## src/rtl/load_pkg.sv

```systemverilog
// Shared definitions for the load unit: funct3 load encodings, FSM states
// and the decode helpers used when a load request is accepted.
package load_pkg;

  localparam int unsigned XLEN = 32;

  typedef enum logic [2:0] {
    LB  = 3'b000,
    LH  = 3'b001,
    LW  = 3'b010,
    LBU = 3'b100,
    LHU = 3'b101
  } funct3_e;

  typedef enum logic [1:0] {
    IDLE = 2'd0,
    REQ  = 2'd1,
    WAIT = 2'd2,
    DONE = 2'd3
  } state_e;

  // True for the five supported load encodings.
  function automatic logic funct3_legal(input logic [2:0] f3);
    case (f3)
      LB, LH, LW, LBU, LHU: return 1'b1;
      default:              return 1'b0;
    endcase
  endfunction

  // Halfwords need an even address, words a 4-byte aligned one.
  function automatic logic misaligned(input logic [2:0] f3, input logic [1:0] off);
    case (f3)
      LH, LHU: return off[0];
      LW:      return (off != 2'b00);
      default: return 1'b0;
    endcase
  endfunction

endpackage

```

## src/rtl/load_unit_if.sv

```systemverilog
// Data-memory read bus between the load unit and the data memory.
//   mem_req    : one-cycle read request strobe (master -> slave)
//   mem_addr   : word-aligned read address      (master -> slave)
//   mem_rdata  : read data word                 (slave -> master)
//   mem_rvalid : mem_rdata valid this cycle     (slave -> master)
interface load_unit_if;
  import load_pkg::*;

  logic            mem_req;
  logic [XLEN-1:0] mem_addr;
  logic [XLEN-1:0] mem_rdata;
  logic            mem_rvalid;

  modport master (
    output mem_req,
    output mem_addr,
    input  mem_rdata,
    input  mem_rvalid
  );

  modport slave (
    input  mem_req,
    input  mem_addr,
    output mem_rdata,
    output mem_rvalid
  );
endinterface

```

## src/rtl/load_extend.sv

```systemverilog
// Combinational lane select and sign/zero extension of a memory word.
//   funct3 : load type (lb/lh/lw/lbu/lhu), anything else yields 0
//   off    : byte offset addr[1:0] within the word
//   word   : raw data word from memory
//   result : aligned, extended load result
module load_extend
  import load_pkg::*;
(
  input  logic [2:0]      funct3,
  input  logic [1:0]      off,
  input  logic [XLEN-1:0] word,
  output logic [XLEN-1:0] result
);

  logic [7:0]  byte_sel;
  logic [15:0] half_sel;

  always_comb begin
    byte_sel = word[{off, 3'b000} +: 8];
    half_sel = word[{off[1], 4'b0000} +: 16];
    result   = '0;
    case (funct3)
      LB:      result = {{24{byte_sel[7]}}, byte_sel};
      LH:      result = {{16{half_sel[15]}}, half_sel};
      LW:      result = word;
      LBU:     result = {24'h000000, byte_sel};
      LHU:     result = {16'h0000, half_sel};
      default: result = '0;
    endcase
  end

endmodule

```

## src/rtl/load_unit.sv

```systemverilog
// Load unit: accepts a load request, issues one word read to data memory,
// waits (bounded by TIMEOUT) for the read data and returns the aligned,
// extended result with a one-cycle done pulse.
//   clk, rst_n : clock, synchronous active-low reset
//   load       : start request, sampled only while idle
//   funct3     : load type
//   addr       : byte address, sampled with load
//   mem        : data-memory read bus (master side)
//   busy       : unit is not idle
//   done       : one-cycle completion pulse
//   err        : qualifies done: misaligned, illegal funct3 or timeout
//   rdata      : load result, zero on error, held until the next completion
module load_unit
  import load_pkg::*;
#(
  parameter int unsigned TIMEOUT = 15
) (
  input  logic             clk,
  input  logic             rst_n,
  input  logic             load,
  input  logic [2:0]       funct3,
  input  logic [XLEN-1:0]  addr,
  load_unit_if.master      mem,
  output logic             busy,
  output logic             done,
  output logic             err,
  output logic [XLEN-1:0]  rdata
);

  // Counts 0..TIMEOUT-1; one extra bit of headroom keeps it wrap-free.
  localparam int unsigned CNT_W = $clog2(TIMEOUT + 1);

  state_e            state_q, state_d;
  logic [CNT_W-1:0]  cnt_q, cnt_d;
  logic [2:0]        f3_q, f3_d;
  logic [1:0]        off_q, off_d;
  logic              mem_req_q, mem_req_d;
  logic [XLEN-1:0]   mem_addr_q, mem_addr_d;
  logic              busy_q, busy_d;
  logic              done_q, done_d;
  logic              err_q, err_d;
  logic [XLEN-1:0]   rdata_q, rdata_d;
  logic [XLEN-1:0]   ext_result;

  load_extend u_extend (
    .funct3 (f3_q),
    .off    (off_q),
    .word   (mem.mem_rdata),
    .result (ext_result)
  );

  // State register and registered outputs.
  always_ff @(posedge clk) begin
    if (!rst_n) begin
      state_q    <= IDLE;
      cnt_q      <= '0;
      f3_q       <= '0;
      off_q      <= '0;
      mem_req_q  <= 1'b0;
      mem_addr_q <= '0;
      busy_q     <= 1'b0;
      done_q     <= 1'b0;
      err_q      <= 1'b0;
      rdata_q    <= '0;
    end else begin
      state_q    <= state_d;
      cnt_q      <= cnt_d;
      f3_q       <= f3_d;
      off_q      <= off_d;
      mem_req_q  <= mem_req_d;
      mem_addr_q <= mem_addr_d;
      busy_q     <= busy_d;
      done_q     <= done_d;
      err_q      <= err_d;
      rdata_q    <= rdata_d;
    end
  end

  // Next-state and next-output logic.
  always_comb begin
    state_d    = state_q;
    cnt_d      = cnt_q;
    f3_d       = f3_q;
    off_d      = off_q;
    mem_req_d  = 1'b0;
    mem_addr_d = mem_addr_q;
    done_d     = 1'b0;
    err_d      = 1'b0;
    rdata_d    = rdata_q;

    case (state_q)
      IDLE: begin
        if (load) begin
          f3_d  = funct3;
          off_d = addr[1:0];
          if (!funct3_legal(funct3) || misaligned(funct3, addr[1:0])) begin
            // Rejected up front: finish immediately, never touch memory.
            state_d = DONE;
            done_d  = 1'b1;
            err_d   = 1'b1;
            rdata_d = '0;
          end else begin
            state_d    = REQ;
            mem_req_d  = 1'b1;
            mem_addr_d = {addr[XLEN-1:2], 2'b00};
            cnt_d      = '0;
          end
        end
      end

      REQ: begin
        state_d = WAIT;
        cnt_d   = '0;
      end

      WAIT: begin
        // Data on the final allowed cycle still beats the timeout.
        if (mem.mem_rvalid) begin
          state_d    = DONE;
          done_d     = 1'b1;
          rdata_d    = ext_result;
          mem_addr_d = '0;
        end else if (cnt_q == CNT_W'(TIMEOUT - 1)) begin
          state_d    = DONE;
          done_d     = 1'b1;
          err_d      = 1'b1;
          rdata_d    = '0;
          mem_addr_d = '0;
        end else begin
          cnt_d = cnt_q + CNT_W'(1);
        end
      end

      DONE: begin
        state_d = IDLE;
      end

      default: begin
        state_d    = IDLE;
        mem_addr_d = '0;
      end
    endcase

    busy_d = (state_d != IDLE);
  end

  assign mem.mem_req  = mem_req_q;
  assign mem.mem_addr = mem_addr_q;
  assign busy         = busy_q;
  assign done         = done_q;
  assign err          = err_q;
  assign rdata        = rdata_q;

endmodule

```

## src/flat_wrapper.sv

```systemverilog
// flat-port wrapper written by rule: the top's interface ports become plain ports
module load_unit_flat import load_pkg::*;
#(
  parameter int unsigned TIMEOUT = 15
)
  (clk, rst_n, load, funct3, addr, busy, done, err, rdata, mem_mem_req, mem_mem_addr, mem_mem_rdata, mem_mem_rvalid);
  load_unit_if mem_i ();
  input  logic clk;
  input  logic rst_n;
  input  logic load;
  input  logic [2:0] funct3;
  input  logic [XLEN-1:0] addr;
  output logic busy;
  output logic done;
  output logic err;
  output logic [XLEN-1:0] rdata;
  output wire logic [$bits(mem_i.mem_req)-1:0] mem_mem_req;
  output wire logic [$bits(mem_i.mem_addr)-1:0] mem_mem_addr;
  input wire logic [$bits(mem_i.mem_rdata)-1:0] mem_mem_rdata;
  input wire logic [$bits(mem_i.mem_rvalid)-1:0] mem_mem_rvalid;
  assign mem_mem_req = mem_i.mem_req;
  assign mem_mem_addr = mem_i.mem_addr;
  assign mem_i.mem_rdata = mem_mem_rdata;
  assign mem_i.mem_rvalid = mem_mem_rvalid;
  load_unit #(.TIMEOUT(TIMEOUT)) u_core (.clk(clk), .rst_n(rst_n), .load(load), .funct3(funct3), .addr(addr), .mem(mem_i), .busy(busy), .done(done), .err(err), .rdata(rdata));
endmodule
```

## config.mk

```make
export PLATFORM = sky130hd
export DESIGN_NAME = load_unit_flat
export DESIGN_NICKNAME = d
export VERILOG_FILES = /design/src/rtl/load_pkg.sv /design/src/rtl/load_unit_if.sv /design/src/rtl/load_extend.sv /design/src/rtl/load_unit.sv /design/src/flat_wrapper.sv
export SDC_FILE = /design/constraint.sdc
export NUM_CORES = 1
export LEC_CHECK = 0
export ABC_AREA = 1
export BUFFER_PORTS_ARGS = -buffer_cell sky130_fd_sc_hd__buf_2
export CAP_MARGIN = 25
export CORE_UTILIZATION = 39
export DETAILED_ROUTE_END_ITERATION = 12
export PLACE_DENSITY = 0.63
export SLEW_MARGIN = 20
export SYNTH_ARGS = -nofsm -noshare
export SYNTH_HDL_FRONTEND = slang
export SYNTH_SLANG_ARGS = --single-unit
```

## constraint.sdc

```tcl
create_clock -name clk -period 2.25 [get_ports clk]
set_clock_uncertainty 0.2 [all_clocks]
set_input_delay 0.3375 -clock clk [delete_from_list [all_inputs] [get_ports clk]]
set_output_delay 0.3375 -clock clk [all_outputs]
set_load 0.02 [all_outputs]
```

==> results.rst <==
.. list-table::
   :header-rows: 1

   * - Metric
     - Value
   * - Distinct cells, synth
     - 26
   * - Warning count from the yosys run
     - 0
   * - Height of the chip
     - about 100 um
   * - Time the final worst path needs with I/O delays and setup
     - between 2 and 2.5 ns
   * - Pleak
     - around 0.0024 uW
   * - Switching share of total power
     - 0.398
   * - Reg-to-reg startpoint
     - u_core.state_q[0]
   * - Ranking of synthesized cells by area
     - dfxtp_1, nand2_1, a21oi_1
   * - Sequential fraction of the synthesis area
     - 0.393
   * - Number of hold violations in the final report
     - 0
   * - Min-Delay Path Class
     - in2reg
   * - Final Max Slew Viols
     - 0
   * - Kind of launch point of the worst setup path
     - flip-flop
   * - Root Driver
     - clkbuf_8
   * - Critical path start-end classification
     - reg2reg
   * - Post CTS Setup Buffer Count
     - 0
   * - Sequential share of power
     - 0.405
   * - Deepest clock path buffer count
     - 2
   * - Starting density of the core
     - 0.401
   * - Deepest level of the CTS H-tree
     - 3
   * - Iteration-0 DRC Markers
     - roughly 150
   * - Vias in the first global route
     - approximately 3,700
   * - Cell type with the largest total area after synthesis
     - dfxtp_1
   * - Grt total ovfl
     - 0
   * - IO Count
     - 139
   * - Count of state elements after synthesis
     - 77
   * - Layout overhead on the synthesized area
     - 22.3%
   * - Pint
     - 2390 uW
   * - Core Rows
     - 36
   * - Syn_area_per_cell
     - between 6 and 7 um2
   * - Diodes inserted
     - 0
   * - Run status
     - finished clean
   * - Top cell type's share of synthesized area
     - 0.393
   * - Data arrival, critical path
     - ~2.1 ns
   * - Wire length of the first global-routing pass
     - roughly 17,000 um
   * - Core ar.
     - about 0.0098 mm2
   * - Hold Startpoint
     - addr[11]
   * - Total via count in the routed design
     - between 4,000 and 5,000
   * - Placer's final routability congestion estimate
     - 0.901
   * - Maximum Capacitance Violations
     - 0
   * - Pre-CTS setup slack
     - 0.168 ns
   * - First-pass iteration count of the detailed router
     - 4
   * - Summed instance area of the synthesized netlist
     - slightly below 0.004 mm2
   * - End of the worst register-to-register path
     - u_core.rdata[20]
   * - Net load switching power
     - between 1500 and 2000 uW
   * - Register clock-pin slew on the reported worst setup and hold paths
     - 0.08 ns
   * - Final sum of negative setup slack
     - 0 ns
   * - RSZ-0062 raised after global routing
     - yes
   * - Vias per std cell
     - slightly below 5
   * - CTS tree
     - done
   * - Area of the die
     - between 0.01 and 0.015 mm2
   * - Die X
     - approximately 100 um
   * - Placed cell count
     - approximately 840
   * - Worst Hold Path EP
     - u_core.mem.mem_addr[11]
   * - Slack of the worst reg-to-reg path
     - about 0.19 ns
   * - Maximum number of pins on one net before global-route repair
     - 34
   * - Share of the cycle needed by the critical path after routing
     - 0.917
   * - Number of antenna violations at the first check in global routing
     - 0
   * - Synth Instances
     - just under 600
   * - Pwr dens
     - roughly 830 mW/mm2
   * - DRT antenna net count
     - 0
   * - Routed wire length per instance
     - between 10 and 15 um
   * - Post-detailed-route DRC marker count
     - 0
   * - Fraction of final layout cells sized beyond drive strength 1
     - 0.248
   * - Number of failing setup endpoints in the final timing report
     - 0
   * - Number of buffers created by CTS
     - 9
   * - Max rail drop VDD
     - a little over 400 uV
   * - Clock Sink Count
     - 77
   * - Non-filler cells, final
     - approximately 850
   * - Part of the power in the clock network
     - 0.239
   * - Crit-path max FO
     - 32
   * - Total half-perimeter wirelength after legalization and detailed placement
     - between 7000 and 8000 um
   * - Maximum clock rate
     - ~480 MHz
   * - Final critical-path setup slack
     - 0.187 ns
   * - Number of nets in the layout
     - 790
   * - Number of cells on the worst reg-to-reg path
     - 10
   * - Buffers added on ports
     - about 140
   * - Required time of the critical path
     - between 2 and 2.5 ns
   * - Final standard cell utilization of the core
     - 0.490
   * - Worst hold path stage count
     - 3
   * - Clock network latency to the later pin of the worst-skew pair
     - 0.35 ns
   * - Fraction of power consumed by combinational cells
     - 0.356
   * - Worst setup path startpoint
     - u_core.state_q[0]
   * - Total routed wirelength
     - about 11,000 um
   * - Worst rel slew slack
     - 0.540
   * - Total of fill cells in the finished design
     - around 1,100
   * - Type of destination of the critical path
     - flip-flop
   * - Transition time at the pin with the least slew margin
     - around 0.69 ns
   * - Global routing usage summed across all routing layers
     - 0.208
   * - Post-layout total power
     - roughly 4000 uW
synth_stat cells:
cell,n
or2_4,1
nand2_1,165
ha_1,5
or2_2,1
buf_6,7
nor2_4,4
o21ai_0,29
a31oi_1,1
nand4_1,2
xnor2_1,1
buf_2,8
dfxtp_1,77
nand3_1,71
inv_1,44
nand3_4,1
nor2_1,67
o211ai_1,1
conb_1,1
o21ai_1,1
buf_4,10
nand3_2,1
clkbuf_1,12
inv_2,6
nor2_2,1
nand2_2,2
a21oi_1,73
repair_timing:
action | 4_1_cts | 5_1_grt
gates resized for setup | 0 | 1
endpoints found under the hold margin | 1 | 0
hold buffers | 1 | 0
endpoints found under the setup margin | 0 | 4
cell families after synthesis:
group	count (synthesis)	share of synthesized area
other cells	1	0.000957
compound gates	105	0.135
flops	77	0.393
fa+ha+maj	5	0.0160
buf+inv	87	0.109
xor+xnor	1	0.00224
simple gates	316	0.343
metrics by stage:
stage / area [um2] / hold WS (ns)
floorplan: 3920 / 0.256
global placement: 4600 / 0.250
detailed placement: 4600 / 0.253
CTS: 4790 / 0.00174
global route: 4790 / 0.0124
finish: 4790 / 0.0148
how the worst max path moves through the flow:
stage                                   endpoint  slack, ns  depth (start not counted)
after CTS                       u_core.rdata[20]       0.15                          9
after floorplan                  u_core.rdata[0]       0.46                         11
after global routing      u_core.mem.mem_addr[5]      -0.01                          9
final                           u_core.rdata[20]       0.19                         10
after global placement           u_core.rdata[8]       0.29                          9
after detailed placement        u_core.rdata[20]       0.17                          9
critical path: stages (launching register included):
cell and delay, ns:
dfxtp_1 0.35, inv_1 0.08, ha_1 0.26, inv_2 0.07
nor2_1 0.04, nand2_1 0.10, nand3_4 0.10, nor2_4 0.13
clkinv_2 0.35, nand2_1 0.18, a21oi_1 0.08
cell type report:
type,instances,area [um2],area share
clock buffer,11,141,0.0295
clock inverter,5,35.0,0.00731
inverter,50,189,0.0394
multi-input combinational,429,1950,0.408
sequential,77,1540,0.322
tap,133,166,0.0347
timing repair buffer,147,766,0.160
routing by layer:
| metal | global-route usage | up-vias | wire [um] |
|---|---|---|---|
| met5 | 0 | - | 0 |
| met4 | 0.0945 | 0 | 241 |
| met3 | 0.0486 | 24 | 797 |
| met2 | 0.365 | 158 | 5150 |
| met1 | 0.241 | 1905 | 4520 |
| li1 | - | 2132 | - |
layout by cell type, fill, tap and decap left out:
cell type	instances
conb_1	2
dfxtp_1	77
o21ai_0	29
nor2_1	67
clkinv_4	1
nand2_2	2
xnor2_1	1
nand3_4	1
clkbuf_8	10
clkinv_2	3
nand3_2	1
clkinvlp_4	1
or2_2	1
inv_2	5
o21ai_1	1
inv_1	44
a21oi_1	73
nand3_1	71
clkbuf_1	1
nand4_1	2
buf_4	10
inv_6	1
dlygate4sd3_1	1
nor2_2	1
nor2_4	4
ha_1	5
or2_4	1
a31oi_1	1
buf_2	136
nand2_1	165
o211ai_1	1
power by group through the flow:
stage | sequential (uW) | clock [uW] | combinational (uW)
3_5_place_dp | 1640 | 0 | 1410
2_1_floorplan | 1780 | 0 | 955
5_1_grt | 1630 | 1050 | 1590
4_1_cts | 1610 | 993 | 1420
3_3_place_gp | 1640 | 0 | 1390
6_report | 1610 | 953 | 1420
flip-flops by register name (all words and copies together), names as in the netlist:
signal,cells
u_core.busy,1
u_core.cnt_q,4
u_core.done,1
u_core.err,1
u_core.f3_q,3
u_core.mem.mem_addr,30
u_core.mem.mem_req,1
u_core.off_q,2
u_core.rdata,32
u_core.state_q,2
Note: power is estimated with default switching activity, not from simulation.
